File: src/rtl/data_mem_initiator.sv
// Load/store initiator for a stall-handshake data memory port (strobe, then clk_stall rise/fall).
// Optional macro MISALIGN_CHECK_EN rejects misaligned half/word requests with rsp_err and issues no strobe.
module data_mem_initiator #(
    parameter int TIMEOUT_CYCLES = 16,
    parameter int CNT_W          = 8
) (
    input  logic        clk,
    input  logic        rst_n,
    input  logic        req_valid,
    output logic        req_ready,
    input  logic        req_we,
    input  logic [31:0] req_addr,
    input  logic [31:0] req_wdata,
    input  logic [1:0]  req_size,
    input  logic        req_signed,
    output logic        rsp_valid,
    output logic [31:0] rsp_rdata,
    output logic        rsp_err,
    output logic [31:0] mem_addr,
    output logic [31:0] mem_write_data,
    output logic        mem_memwrite,
    output logic        mem_memread,
    output logic [3:0]  mem_sign_mask,
    input  logic [31:0] mem_read_data,
    input  logic        mem_clk_stall
);

    typedef enum logic [1:0] {
        IDLE    = 2'd0,
        ISSUE   = 2'd1,
        WAIT_HI = 2'd2,
        WAIT_LO = 2'd3
    } state_t;

    localparam logic [CNT_W-1:0] TIMEOUT_LIM = CNT_W'(TIMEOUT_CYCLES);

    state_t           state_q, state_d;
    logic [CNT_W-1:0] cnt_q, cnt_d, cnt_inc_s;
    logic             we_q, we_d;
    logic [31:0]      mem_addr_q, mem_addr_d;
    logic [31:0]      mem_write_data_q, mem_write_data_d;
    logic [3:0]       mem_sign_mask_q, mem_sign_mask_d;
    logic             mem_memread_q, mem_memread_d;
    logic             mem_memwrite_q, mem_memwrite_d;
    logic             rsp_valid_q, rsp_valid_d;
    logic             rsp_err_q, rsp_err_d;
    logic [31:0]      rsp_rdata_q, rsp_rdata_d;
    logic             req_ready_s;
    logic             accept_s;
    logic             misalign_s;

    function automatic logic [3:0] build_mask(input logic [1:0] size, input logic sgn);
        logic [3:0] mask;
        case (size)
            2'd0:    mask = {sgn, 3'b001};
            2'd1:    mask = {sgn, 3'b011};
            default: mask = {sgn, 3'b111};
        endcase
        return mask;
    endfunction

`ifdef MISALIGN_CHECK_EN
    function automatic logic is_misaligned(input logic [1:0] size, input logic [1:0] addr_lo);
        logic bad;
        case (size)
            2'd0:    bad = 1'b0;
            2'd1:    bad = addr_lo[0];
            default: bad = (addr_lo != 2'd0);
        endcase
        return bad;
    endfunction

    assign misalign_s = is_misaligned(req_size, req_addr[1:0]);
`else
    assign misalign_s = 1'b0;
`endif

    // Never accept while the memory is still busy, e.g. finishing a transaction dropped by reset.
    assign req_ready_s = (state_q == IDLE) && !mem_clk_stall;
    assign accept_s    = req_valid && req_ready_s;
    assign cnt_inc_s   = cnt_q + {{(CNT_W-1){1'b0}}, 1'b1};

    // Next-state and registered-output computation for the transaction sequencer.
    always_comb begin
        state_d          = state_q;
        cnt_d            = cnt_q;
        we_d             = we_q;
        mem_addr_d       = mem_addr_q;
        mem_write_data_d = mem_write_data_q;
        mem_sign_mask_d  = mem_sign_mask_q;
        mem_memread_d    = 1'b0;
        mem_memwrite_d   = 1'b0;
        rsp_valid_d      = 1'b0;
        rsp_err_d        = 1'b0;
        rsp_rdata_d      = rsp_rdata_q;

        case (state_q)
            IDLE: begin
                if (accept_s) begin
                    we_d             = req_we;
                    mem_addr_d       = req_addr;
                    mem_write_data_d = req_wdata;
                    mem_sign_mask_d  = build_mask(req_size, req_signed);
                    cnt_d            = {CNT_W{1'b0}};
                    if (misalign_s) begin
                        rsp_valid_d = 1'b1;
                        rsp_err_d   = 1'b1;
                        rsp_rdata_d = 32'd0;
                        state_d     = IDLE;
                    end else begin
                        mem_memread_d  = !req_we;
                        mem_memwrite_d = req_we;
                        state_d        = ISSUE;
                    end
                end else begin
                    state_d = IDLE;
                end
            end
            ISSUE: begin
                cnt_d   = {CNT_W{1'b0}};
                state_d = WAIT_HI;
            end
            WAIT_HI: begin
                cnt_d = cnt_inc_s;
                if (cnt_inc_s >= TIMEOUT_LIM) begin
                    rsp_valid_d = 1'b1;
                    rsp_err_d   = 1'b1;
                    rsp_rdata_d = 32'd0;
                    state_d     = IDLE;
                end else if (mem_clk_stall) begin
                    state_d = WAIT_LO;
                end else begin
                    state_d = WAIT_HI;
                end
            end
            WAIT_LO: begin
                cnt_d = cnt_inc_s;
                if (!mem_clk_stall) begin
                    rsp_valid_d = 1'b1;
                    rsp_rdata_d = we_q ? 32'd0 : mem_read_data;
                    state_d     = IDLE;
                end else if (cnt_inc_s >= TIMEOUT_LIM) begin
                    rsp_valid_d = 1'b1;
                    rsp_err_d   = 1'b1;
                    rsp_rdata_d = 32'd0;
                    state_d     = IDLE;
                end else begin
                    state_d = WAIT_LO;
                end
            end
            default: begin
                state_d = IDLE;
            end
        endcase
    end

    // State and output registers.
    always_ff @(posedge clk or negedge rst_n) begin
        if (!rst_n) begin
            state_q          <= IDLE;
            cnt_q            <= {CNT_W{1'b0}};
            we_q             <= 1'b0;
            mem_addr_q       <= 32'd0;
            mem_write_data_q <= 32'd0;
            mem_sign_mask_q  <= 4'd0;
            mem_memread_q    <= 1'b0;
            mem_memwrite_q   <= 1'b0;
            rsp_valid_q      <= 1'b0;
            rsp_err_q        <= 1'b0;
            rsp_rdata_q      <= 32'd0;
        end else begin
            state_q          <= state_d;
            cnt_q            <= cnt_d;
            we_q             <= we_d;
            mem_addr_q       <= mem_addr_d;
            mem_write_data_q <= mem_write_data_d;
            mem_sign_mask_q  <= mem_sign_mask_d;
            mem_memread_q    <= mem_memread_d;
            mem_memwrite_q   <= mem_memwrite_d;
            rsp_valid_q      <= rsp_valid_d;
            rsp_err_q        <= rsp_err_d;
            rsp_rdata_q      <= rsp_rdata_d;
        end
    end

    assign req_ready      = req_ready_s;
    assign rsp_valid      = rsp_valid_q;
    assign rsp_err        = rsp_err_q;
    assign rsp_rdata      = rsp_rdata_q;
    assign mem_addr       = mem_addr_q;
    assign mem_write_data = mem_write_data_q;
    assign mem_sign_mask  = mem_sign_mask_q;
    assign mem_memread    = mem_memread_q;
    assign mem_memwrite   = mem_memwrite_q;

endmodule
File: config.mk
export PLATFORM = sky130hd
export DESIGN_NAME = data_mem_initiator
export DESIGN_NICKNAME = d
export VERILOG_FILES = /design/src/rtl/data_mem_initiator.sv
export SDC_FILE = /design/constraint.sdc
export NUM_CORES = 1
export LEC_CHECK = 0
export BUFFER_PORTS_ARGS = -buffer_cell sky130_fd_sc_hd__buf_2
export CAP_MARGIN = 25
export CELL_PAD_IN_SITES_DETAIL_PLACEMENT = 0
export CELL_PAD_IN_SITES_GLOBAL_PLACEMENT = 1
export CORE_MARGIN = 8
export CORE_UTILIZATION = 31
export DETAILED_ROUTE_END_ITERATION = 8
export PLACE_DENSITY_LB_ADDON = 0.1
export SYNTH_ARGS = -nofsm -noshare
export SYNTH_HDL_FRONTEND = slang
export SYNTH_SLANG_ARGS = --single-unit
File: constraint.sdc
create_clock -name clk -period 1.49 [get_ports clk]
set_input_delay 0.149 -clock clk [delete_from_list [all_inputs] [get_ports clk]]
set_output_delay 0.149 -clock clk [all_outputs]
set_load 0.05 [all_outputs]
==> metrics.md, run 1 <==
| Metric | Value |
|---|---|
| Worst-Skew Late Latency | 400 ps |
| Leak | 4.18 nW |
| Vias | 4724 |
| Initial DRC count | 208 |
| EDFF count, synth | 0 |
| Total core area | 15200 um^2 |
| Top area cells in the synthesized netlist | dfrtp_1 (60%), nand2_1 (18%), nor2b_1 (4.3%), a21oi_1 (3.7%), o21ai_1 (3.1%) |
| Slew HR | 0.727 |
| Total gr overflow | 0 |
| Post-synthesis sequential area ratio | 0.598 |
| Fmax | 0.658 GHz |
| Crit Path Max Fanout | 5 |
| Part of the cycle the worst path needs | 1.02 |
| Crit-path cells | ha_4 > nand4_1 > o2bb2ai_2 > nand4_4 > buf_4 > o21a_1 |
| Worst hold stages | 3 |
| Detail Route Antenna Nets | 0 |
| Worst Hold Class | in2reg |
| CTS root buf | clkbuf_16 |
| Synth top area share | 0.598 |
| Crit path DAT | about 1800 ps |
| CTS HTree Levels | 4 |
| Final setup fails | 1 |
| Antenna Cells | 0 |
| Largest net degree at the start of global routing | between 60 and 70 |
| Initial Util | 0.317 |
| DIE AREA | 19800 um^2 |
| Worst-path clk slew | 50 ps |
| Cell count after placement | 921 |
| Clk sinks | 115 |
| Die W | 141 um |
| P&R area growth vs syn | 66.8% |
| Pwr/cell area | 2550 nW/um^2 |
| Status | finished, violations left |
| Critical path class | reg2reg |
| Mapped cell area | 4810 um^2 |
| VDD IR-drop max | 1.06 mV |
| Mapped Cells | 527 |
| Area leader, netlist | dfrtp_1 |
| Final GP Congestion | 0.812 |
| Finished Layout Cells | 1061 |
| Post-synthesis cell type count | 36 |
| CTS max path bufs | 2 |
| CP max stage cell | dfrtp_1 |
| # rows | 45 |
| Element type at the critical path end | register |
| Final WL | 15800 um |
| Actual slew at the worst max-slew pin | 408 ps |
| Max Transition Viols Final | 0 |
| FFs w/ async S/R, synth | 1.00 |
| Minimum clock period | 1520 ps |
| Worst path required time | between 1500 and 2000 ps |
| # IOs | 209 |
| Max incr delay on CP | a little over 400 ps |
| First-pass GRT wire length | 25500 um |
| Share of cells above drive strength 1 | 0.337 |
| Placed cell area | 6280 um^2 |
| DRC Markers | 0 |
| Vias in the first global route | ~4.8k |
| HPWL Detailed | 10700 um |
| Final setup margin | -29.6 ps |
| Flop and latch count out of synthesis | 115 |
| Final #Nets | roughly 970 |
| R2R cell count | 6 |
| Synth Warn # | 0 |
| Total global-route track usage | 0.159 |
| CTS tree | built |
| Post-DR vias/cell | 4.45 |
| Initial antenna violation count | 0 |
| Failing checks | setup timing |
| Startpoint types | register |
| Max-Cap Viols | 0 |
| Design Area, Final | ~8000 um^2 |
| Syn nets | 632 |
| Number of buffers added on ports | between 200 and 250 |
| Hold slack final | between 70 and 80 ps |
| Final Hold Viols | 0 |
| Syn_area_per_cell | 9.13 um^2 |
| Clk_skew | approximately 7.6 ps |
| First-pass detailed-route iteration total | 4 |
| CTS Buf Count | 17 |
| RSZ-0062 raised after global routing | yes |
| Main synth FF type | dfrtp_1 |
| Wire length per cell | ~15 um |
| Die Ht | 141 um |
==> final cells by class <==
type                       count  area, um^2
clock buffer                  22         464
clock inverter                10         155
fill                        1424        7170
inverter                       2        7.51
multi-input combinational    380        1840
sequential                   115        2880
tap                          188         235
timing repair buffer         344        2440
==> cells in the mapped netlist (3+ instances only) <==
cell / instances
nor2_1: 6
a21oi_1: 36
xnor2_1: 3
nor2b_1: 33
o21ai_0: 4
o21ai_1: 30
nand2_1: 234
clkbuf_1: 11
a22o_1: 5
buf_2: 16
dfrtp_1: 115
nand3_1: 4
==> per-stage QoR <==
step | utilization | worst slack, ps | total power [W] | TNS [ps]
floorplan | - | -145 | 0.0131 | -4960
global placement | 0.413 | 14.8 | 0.0158 | 0
detailed placement | 0.413 | -57.4 | 0.0159 | -228
CTS | 0.521 | 2.10 | 0.0205 | 0
global route | 0.528 | -123 | 0.0217 | -3110
finish | 0.528 | -29.6 | 0.0205 | -29.6
==> cell families (layout without fill, tap and decap cells) <==
| family | after synthesis | in the layout | synth area share |
|---|---|---|---|
| AND/OR/NAND/NOR | 290 | 290 | 0.261 |
| buffers and inverters | 32 | 378 | 0.0322 |
| flip-flops | 115 | 115 | 0.598 |
| multiplexers | 1 | 1 | 0.00234 |
| adder cells (fa/ha/maj) | 1 | 1 | 0.00260 |
| XOR/XNOR | 5 | 5 | 0.00910 |
| AO/OA/AOI/OAI | 83 | 83 | 0.0949 |
==> layout by cell type (no fill, tap or decap), types with 2 or more instances in the layout <==
master         count
nor2b_1           33
dfrtp_1          112
buf_2            206
o21ai_2            8
inv_1              2
a22o_1             5
clkbuf_8           2
xnor2_1            3
a21oi_1           36
buf_6              2
nand2b_1           2
dlygate4sd3_1    101
xor2_1             2
clkbuf_16         18
nand4_1            2
bufinv_16          4
clkbuf_1           3
nor2_1             6
clkinvlp_4         2
buf_12             8
buf_4             26
clkinv_2           4
nand2_1          233
nand3_1            4
dfrtp_2            3
o21ai_1           27
==> what timing repair did <==
item                                    CTS  global route
gates cloned                              0             1
pin swaps                                 3             3
hold buffers                            101             0
endpoints found under the hold margin   215             0
buffers inserted                          1             5
resized for setup                         4            14
endpoints found under the setup margin   30            38
==> flip-flops by register name, summed over array words and instances (netlist names), 2 cells and up <==
| register | count |
|---|---|
| state_q | 2 |
| cnt_q | 8 |
| mem_write_data | 32 |
| mem_sign_mask | 4 |
| rsp_rdata | 32 |
| mem_addr | 32 |
==> report_power, final <==
group	total, W	switching [W]	internal, W
sequential	0.00554	0.000919	0.00462
combinational	0.0107	0.00778	0.00293
clock	0.00426	0.00139	0.00287
total	0.0205	0.0101	0.0104
==> routing by layer <==
| layer | vias to the layer above | global-route usage | wire length, um | part of all wire |
|---|---|---|---|---|
| met5 | - | 0 | 0 | 0 |
| met4 | 0 | 0.0503 | 176 | 0.011 |
| met3 | 15 | 0.0530 | 1020 | 0.065 |
| met2 | 142 | 0.254 | 7540 | 0.48 |
| met1 | 2217 | 0.199 | 7050 | 0.45 |
| li1 | 2350 | - | - | - |
==> worst paths after layout <==
kind	startpoint	to	slack, ps
min in group asynchronous	rst_n	rsp_rdata[15]	280
max reg2reg	cnt_q[0]	rsp_valid	-30
max in group asynchronous	rst_n	cnt_q[4]	870
min reg2reg	mem_write_data[16]	mem_write_data[16]	460
min	mem_clk_stall	state_q[0]	70
max	cnt_q[0]	rsp_valid	-30
==> worst max-delay path, delay by kind of cell (launching register included) <==
kind	cells	cell delay [ps]
compound gates	2	380
fa+ha+maj	1	170
simple gates	2	270
buf+inv	1	180
flops	1	410
(Power assumes the default switching activity.)
==> inputs of run 2 (changes only) <==
--- a/config.mk
+++ b/config.mk
@@ -12,7 +12,7 @@
 export CORE_MARGIN = 8
 export CORE_UTILIZATION = 31
 export DETAILED_ROUTE_END_ITERATION = 8
-export PLACE_DENSITY_LB_ADDON = 0.1
+export PLACE_DENSITY_LB_ADDON = 0.2
 export SYNTH_ARGS = -nofsm -noshare
 export SYNTH_HDL_FRONTEND = slang
 export SYNTH_SLANG_ARGS = --single-unit
==> constraint.sdc (replaced) <==
create_clock -name clk -period 1.49 [get_ports clk]
set_input_delay 0.149 -clock clk [delete_from_list [all_inputs] [get_ports clk]]
set_output_delay 0.149 -clock clk [all_outputs]
set_load 0.005 [all_outputs]
==> run 2 against run 1 <==
The run now ends clean. Final cell count decreased by 0.28%. Setup slack improved by 32 ps. Register-to-register slack improved by 30 ps. Global-route usage increased by 0.43 points.
==> metrics.md, run 2 (synthesized netlist as in run 1, its figures left out) <==
| Metric | Value |
|---|---|
| Reg area | 2880 um^2 (about the same) |
| Post-DR vias/cell | 4.48 (+0.69%) |
| Minimum clock period | 1490 ps (-32.2 ps) |
| CTS Buf Count | 17 (unchanged) |
| Combinational share of power | 0.380 (-0.142) |
| Status | finished, final reports clean |
| Final Hold Viols | 0 (unchanged) |
| Vias | 4743 (+0.40%) |
| VDD IR-drop max | 0.818 mV (-23%) |
| CP max stage cell | dfrtp_1 |
| Commonest non-fill, non-tap cell in the layout | nand2_1 |
| Part of the cycle the worst path needs | 0.998 (-0.0216) |
| Final #Nets | 964 (-0.10%) |
| First-pass GRT wire length | 25800 um (+1.4%) |
| Total gr overflow | 0 (unchanged) |
| Clk pwr share | 0.268 (+0.060) |
| Detail Route Antenna Nets | 0 (unchanged) |
| Fmax | 0.672 GHz (+2.2%) |
| Power, Total | 0.0157 W (-24%) |
| Worst path required time | 1820 ps (+40 ps) |
| CTS tree | built |
| Final WL | 16000 um (+1.4%) |
| P&R area growth vs syn | 67.2% |
| Commonest cells after routing, fill and taps aside | nand2_1 (232), buf_2 (207), dfrtp_1 (114) |
| Clk sinks | 115 (unchanged) |
| Wire length per cell | 15.1 um (+1.7%) |
| Max-Cap Viols | 0 (unchanged) |
| Initial DRC count | 225 (+8.2%) |
| Actual slew at the worst max-slew pin | 429 ps (+21.1 ps) |
| First-pass detailed-route iteration total | 5 (+1) |
| Element type at the critical path end | register |
| Max incr delay on CP | 470 ps (+60 ps) |
| Slew HR | 0.713 (-0.0142) |
| # IOs | 209 (unchanged) |
| Internal power | 0.0104 W (-0.70%) |
| DRC Markers | 0 (unchanged) |
| Worst Hold Class | in2reg |
| Vias in the first global route | 4998 (+4.6%) |
| Crit-path cells | xor2_1 > o2bb2ai_2 > nand4_4 > buf_12 > o21ai_1 |
| Total global-route track usage | 0.163 (+0.00431) |
| Crit path DAT | 1820 ps (about the same) |
| CP Buf/Inv Count | 1 (unchanged) |
| Largest net degree at the start of global routing | 66 (+6.5%) |
| Crit Path Max Fanout | 26 (+21) |
| Share of cells above drive strength 1 | 0.337 (about the same) |
| Total core area | 15200 um^2 (unchanged) |
| Initial Util | 0.317 (unchanged) |
| DIE AREA | 19800 um^2 (unchanged) |
| Antenna Cells | 0 (unchanged) |
| CTS HTree Levels | 4 (unchanged) |
| Number of buffers added on ports | 208 (unchanged) |
| Worst-path clk slew | 50 ps (about the same) |
| CTS root buf | clkbuf_16 |
| # rows | 45 (unchanged) |
| Critical path class | reg2reg |
| Family with the most delay on the worst path | flip-flops |
| HPWL Detailed | 10700 um (+0.27%) |
| Leak | 4.18 nW (about the same) |
| Final GP Congestion | 0.807 (-0.66%) |
| Worst-Skew Late Latency | 410 ps (about the same) |
| RSZ-0062 raised after global routing | yes |
| Sequential power share | 0.352 (+0.082) |
| Footprint of the multi-input gates | 1850 um^2 (+0.20%) |
| P_sw | 0.00533 W (-47%) |
| Initial antenna violation count | 0 (unchanged) |
| Startpoint types | register |
| FILL cells | 1393 (-2.2%) |
| Hold slack final | 30.9 ps (-43.9 ps) |
| Clk_skew | 8.50 ps (+0.874 ps) |
| Max Transition Viols Final | 0 (unchanged) |
| Die W | 141 um (unchanged) |
| Final setup fails | 0 (-1) |
| Pwr/cell area | 1950 nW/um^2 (-24%) |
| Die Ht | 141 um (unchanged) |
| Switching part of the total | 0.340 (-0.152) |
| CTS max path bufs | 2 (unchanged) |
run 2: cell types whose count changed in the layout (fill, tap and decap cells not counted), moves of 2 or more:
cell / previous run / this run
dfrtp_1: 112 / 114
buf_12: 8 / 11
dfrtp_2: 3 / 1
buf_4: 26 / 21
run 2: worst reg2reg max path: stages (launching register included):
cell and delay [ps]:
dfrtp_1 470, xor2_1 200, o2bb2ai_2 210, nand4_4 170, buf_12 210, o21ai_1 150
run 2: final timing paths:
path / end / from / slack [ps] / depth (start not counted)
min reg2reg: mem_addr[20] / mem_addr[20] / 470 / 2
max: rsp_rdata[31] / cnt_q[6] / 3 / 5
min: mem_sign_mask[1] / req_size[0] / 30 / 3
min in group asynchronous: mem_write_data[1] / rst_n / 140 / 2
max reg2reg: rsp_rdata[31] / cnt_q[6] / 3 / 5
max in group asynchronous: mem_write_data[17] / rst_n / 740 / 3
run 2: final cells by class:
cell class                 instances  share of cell area
multi-input combinational        380               0.229
timing repair buffer             343               0.307
clock inverter                    10              0.0197
clock buffer                      20              0.0555
inverter                           2            0.000933
sequential                       115               0.358
tap                              188              0.0292
run 2: power groups by stage:
stage          logic, W  clock network, W  registers [W]
2_1_floorplan   0.00269                 0        0.00560
4_1_cts         0.00579           0.00431        0.00552
3_3_place_gp    0.00544                 0        0.00550
6_report        0.00596           0.00420        0.00553
5_1_grt         0.00669           0.00445        0.00573
3_5_place_dp    0.00557                 0        0.00554
run 2: timing repair:
| item | CTS | global route |
|---|---|---|
| endpoints found under the setup margin | 3 | 105 |
| cloned | 0 | 1 |
| hold buffers | 100 | 0 |
| buffers inserted | 1 | 5 |
| resized for setup | 3 | 17 |
| hold endpoints to repair | 214 | 0 |
| pin swaps | 2 | 3 |
run 2: per-layer routing:
metal  up-vias  wire length (um)  global-route usage
met5         -                 0                   0
met4         0               459              0.0775
met3        31              1070              0.0527
met2       149              7860               0.273
met1      2217              6610               0.186
li1       2346                 -                   -
run 2: per-stage QoR:
step / instance area (um^2) / std cells / util / TNS, ps / setup WS [ps]
after global placement: 6300 / 922 / 0.414 / 0 / 28.0
after detailed placement: 6300 / 922 / 0.414 / 0 / 12.5
after CTS: 7920 / 1052 / 0.521 / 0 / 16.1
final: 8050 / 1058 / 0.529 / 0 / 2.68
after global routing: 8050 / 1058 / 0.529 / -1780 / -80.1
after floorplan: 4820 / 527 / - / 0 / 21.7
==> inputs of run 3 (changes only) <==
==> config.mk (replaced) <==
export PLATFORM = sky130hd
export DESIGN_NAME = data_mem_initiator
export DESIGN_NICKNAME = d
export VERILOG_FILES = /design/src/rtl/data_mem_initiator.sv
export SDC_FILE = /design/constraint.sdc
export NUM_CORES = 1
export LEC_CHECK = 0
export BUFFER_PORTS_ARGS = -buffer_cell sky130_fd_sc_hd__buf_2
export CAP_MARGIN = 25
export CELL_PAD_IN_SITES_DETAIL_PLACEMENT = 1
export CELL_PAD_IN_SITES_GLOBAL_PLACEMENT = 2
export CORE_MARGIN = 8
export CORE_UTILIZATION = 24
export DETAILED_ROUTE_END_ITERATION = 8
export PLACE_DENSITY = 0.8
export SYNTH_ARGS = -nofsm -noshare
export SYNTH_HDL_FRONTEND = slang
export SYNTH_SLANG_ARGS = --single-unit
==> run 3 against run 2 <==
The flow now finishes with violations (setup timing). Global-route usage down 1.5 points. Sequential power about the same. Total power up 4.6%. Clock power about the same. Routed wire length up 22%. Critical path depth up 2. First-iteration DRC count down 34%. Die area up 26%. Combinational power up 12%. Final area up 7.9%. Final cell count up 9.2%.
==> metrics.md, run 3 (synthesized netlist as in run 1, its figures left out) <==
| Metric | Value |
|---|---|
| CTS max path bufs | 2 (unchanged) |
| CTS Buf Count | 17 (unchanged) |
| RSZ-0062 raised after global routing | yes |
| Total core area | 20000 um^2 (+31%) |
| Reg-to-reg slack, setup | -10 ps (-20 ps) |
| Wire length per cell | 16.9 um (+12%) |
| Final #Nets | 976 (+1.2%) |
| Crit Path Max Fanout | 7 (-73%) |
| Family with the most delay on the worst path | buffers and inverters |
| Largest net degree at the start of global routing | 51 (-23%) |
| Final WL | 19600 um (+22%) |
| First-pass detailed-route iteration total | 4 (-1) |
| Crit-path cells | buf_6 > nor4b_4 > buf_6 > buf_12 > clkbuf_16 > nand2_2 > nand2_1 |
| P&R area growth vs syn | 80.5% |
| Detail Route Antenna Nets | 0 (unchanged) |
| RR Startpoint | state_q[0] |
| Worst-Skew Late Latency | 410 ps (about the same) |
| Final setup margin | -13.5 ps (-16.2 ps) |
| Clk sinks | 115 (unchanged) |
| Max-Cap Viols | 0 (unchanged) |
| Commonest non-fill, non-tap cell in the layout | buf_2 |
| Element type at the critical path end | register |
| VDD IR-drop max | 0.772 mV (-5.5%) |
| Part of the cycle the worst path needs | 1.01 (+0.0109) |
| CTS root buf | clkbuf_16 |
| Number of buffers added on ports | 208 (unchanged) |
| Clk_skew | 11.0 ps (+2.54 ps) |
| Hold worst-path end | state_q[0] |
| Worst-path clk slew | 50 ps (about the same) |
| Startpoint types | register |
| # IOs | 209 (unchanged) |
| DRC Markers | 0 (unchanged) |
| Commonest cells after routing, fill and taps aside | buf_2 (206), nand2_1 (148), dfrtp_1 (112) |
| Initial DRC count | 149 (-34%) |
| Initial Util | 0.241 (-0.0756) |
| Total global-route track usage | 0.148 (-0.0150) |
| FILL cells | 2282 (+64%) |
| Leak | 4.51 nW (+7.8%) |
| Final setup fails | 9 (+9) |
| # rows | 52 (+16%) |
| Worst Hold Class | in2reg |
| Failing checks | setup timing |
| Max Transition Viols Final | 0 (unchanged) |
| Hold_sp | mem_clk_stall |
| Post-Route Utilization | 0.435 (-0.0944) |
| Worst path required time | 1830 ps (about the same) |
| FF-to-FF End | mem_write_data[17] |
| Critical path class | reg2reg |
| Status | finished, violations left |
| Die W | 158 um (+12%) |
| Slew HR | 0.734 (+0.0209) |
| Cell count along the critical path | 7 (+2) |
| HPWL Detailed | 11900 um (+11%) |
| Pwr/cell area | 1890 nW/um^2 (-3.1%) |
| CTS tree | built |
| Place WS | -63.2 ps (-75.7 ps) |
| First-pass GRT wire length | 29000 um (+13%) |
| Vias in the first global route | 5470 (+9.4%) |
| Actual slew at the worst max-slew pin | 400 ps (-29.0 ps) |
| Total gr overflow | 0 (unchanged) |
| DIE AREA | 24800 um^2 (+26%) |
| Share of cells above drive strength 1 | 0.441 (+0.104) |
| Max incr delay on CP | 380 ps (-90 ps) |
| Die Ht | 158 um (+12%) |
| R2R cell count | 7 (+2) |
| Initial antenna violation count | 1 (+1) |
| CP max stage cell | dfrtp_1 |
| Final GP Congestion | 0.754 (-6.6%) |
| Crit path DAT | 1850 ps (+30 ps) |
| Final Hold Viols | 0 (unchanged) |
| Post-DR vias/cell | 4.30 (-4.2%) |
| CP dominant cell by count | buf_6 |
| Minimum clock period | 1500 ps (+16.2 ps) |
| Worst hold stages | 4 (+1) |
| Fmax | 0.665 GHz (-1.1%) |
| CP Buf/Inv Count | 4 (+3) |
| Vias | 4961 (+4.6%) |
| CTS HTree Levels | 4 (unchanged) |
[run 3: cell count changes in the layout (fill, tap and decap cells not counted), sizes merged]
| cell | delta |
|---|---|
| buf | +8 |
| bufinv | -1 |
| clkbuf | +6 |
| clkinv | -1 |
| clkinvlp | +1 |
| diode | +1 |
| dlygate4sd3 | +1 |
[run 3: worst max path at each step]
stage,slack (ps),startpoint,end
finish,-10,state_q[0],mem_write_data[17]
global route,-110,cnt_q[0],rsp_rdata[4]
CTS,-30,cnt_q[0],rsp_rdata[5]
detailed placement,-60,cnt_q[0],rsp_rdata[31]
global placement,-9,cnt_q[3],rsp_rdata[31]
floorplan,20,cnt_q[0],rsp_valid
[run 3: report_power, final]
group / internal [W] / total (W) / switching (W)
sequential: 0.00462 / 0.00555 / 0.000924
clock: 0.00276 / 0.00422 / 0.00147
combinational: 0.00317 / 0.00665 / 0.00348
[run 3: layout make-up]
cell class                 instances  area [um^2]  area share
inverter                           2         7.51    0.000864
antenna                            1         2.50    0.000288
clock buffer                      23          478      0.0550
clock inverter                     9          128      0.0147
sequential                       115         2880       0.332
multi-input combinational        380         2190       0.252
timing repair buffer             355         2660       0.306
tap                              270          338      0.0389
[run 3: worst reg2reg max path, stage by stage, from the launching register on]
cell and delay, ps:
dfrtp_1 380, buf_6 140, nor4b_4 280, buf_6 190, buf_12 160, clkbuf_16 190, nand2_2 50, nand2_1 50
[run 3: per-stage QoR]
step           area (um^2)  TNS [ps]  total power (W)  cells  hold WS (ps)
2_1_floorplan         4820         0          0.00829    527          -147
3_3_place_gp          6440     -24.7           0.0111   1011          69.7
3_5_place_dp          6440     -1100           0.0113   1011          75.0
4_1_cts               8100      -173           0.0159   1146           139
5_1_grt               8690     -5650           0.0177   1155           168
6_report              8690     -46.9           0.0164   1155           164
[run 3: repair_timing]
item                                    in CTS  in global routing
gates resized for setup                      9                137
pin swaps                                    4                 88
endpoints found under the setup margin      46                101
cloned                                       0                  4
setup buffers                                2                  5
hold buffers                               101                  0
hold endpoints to repair                   188                  0
[run 3: per-layer routing]
layer / part of all wire / wire length, um / GRT usage / vias up
met5: 0 / 0 / 0 / -
met4: 0.029 / 571 / 0.0653 / 0
met3: 0.057 / 1120 / 0.0434 / 34
met2: 0.51 / 10000 / 0.254 / 146
met1: 0.40 / 7860 / 0.169 / 2406
li1: - / - / - / 2375
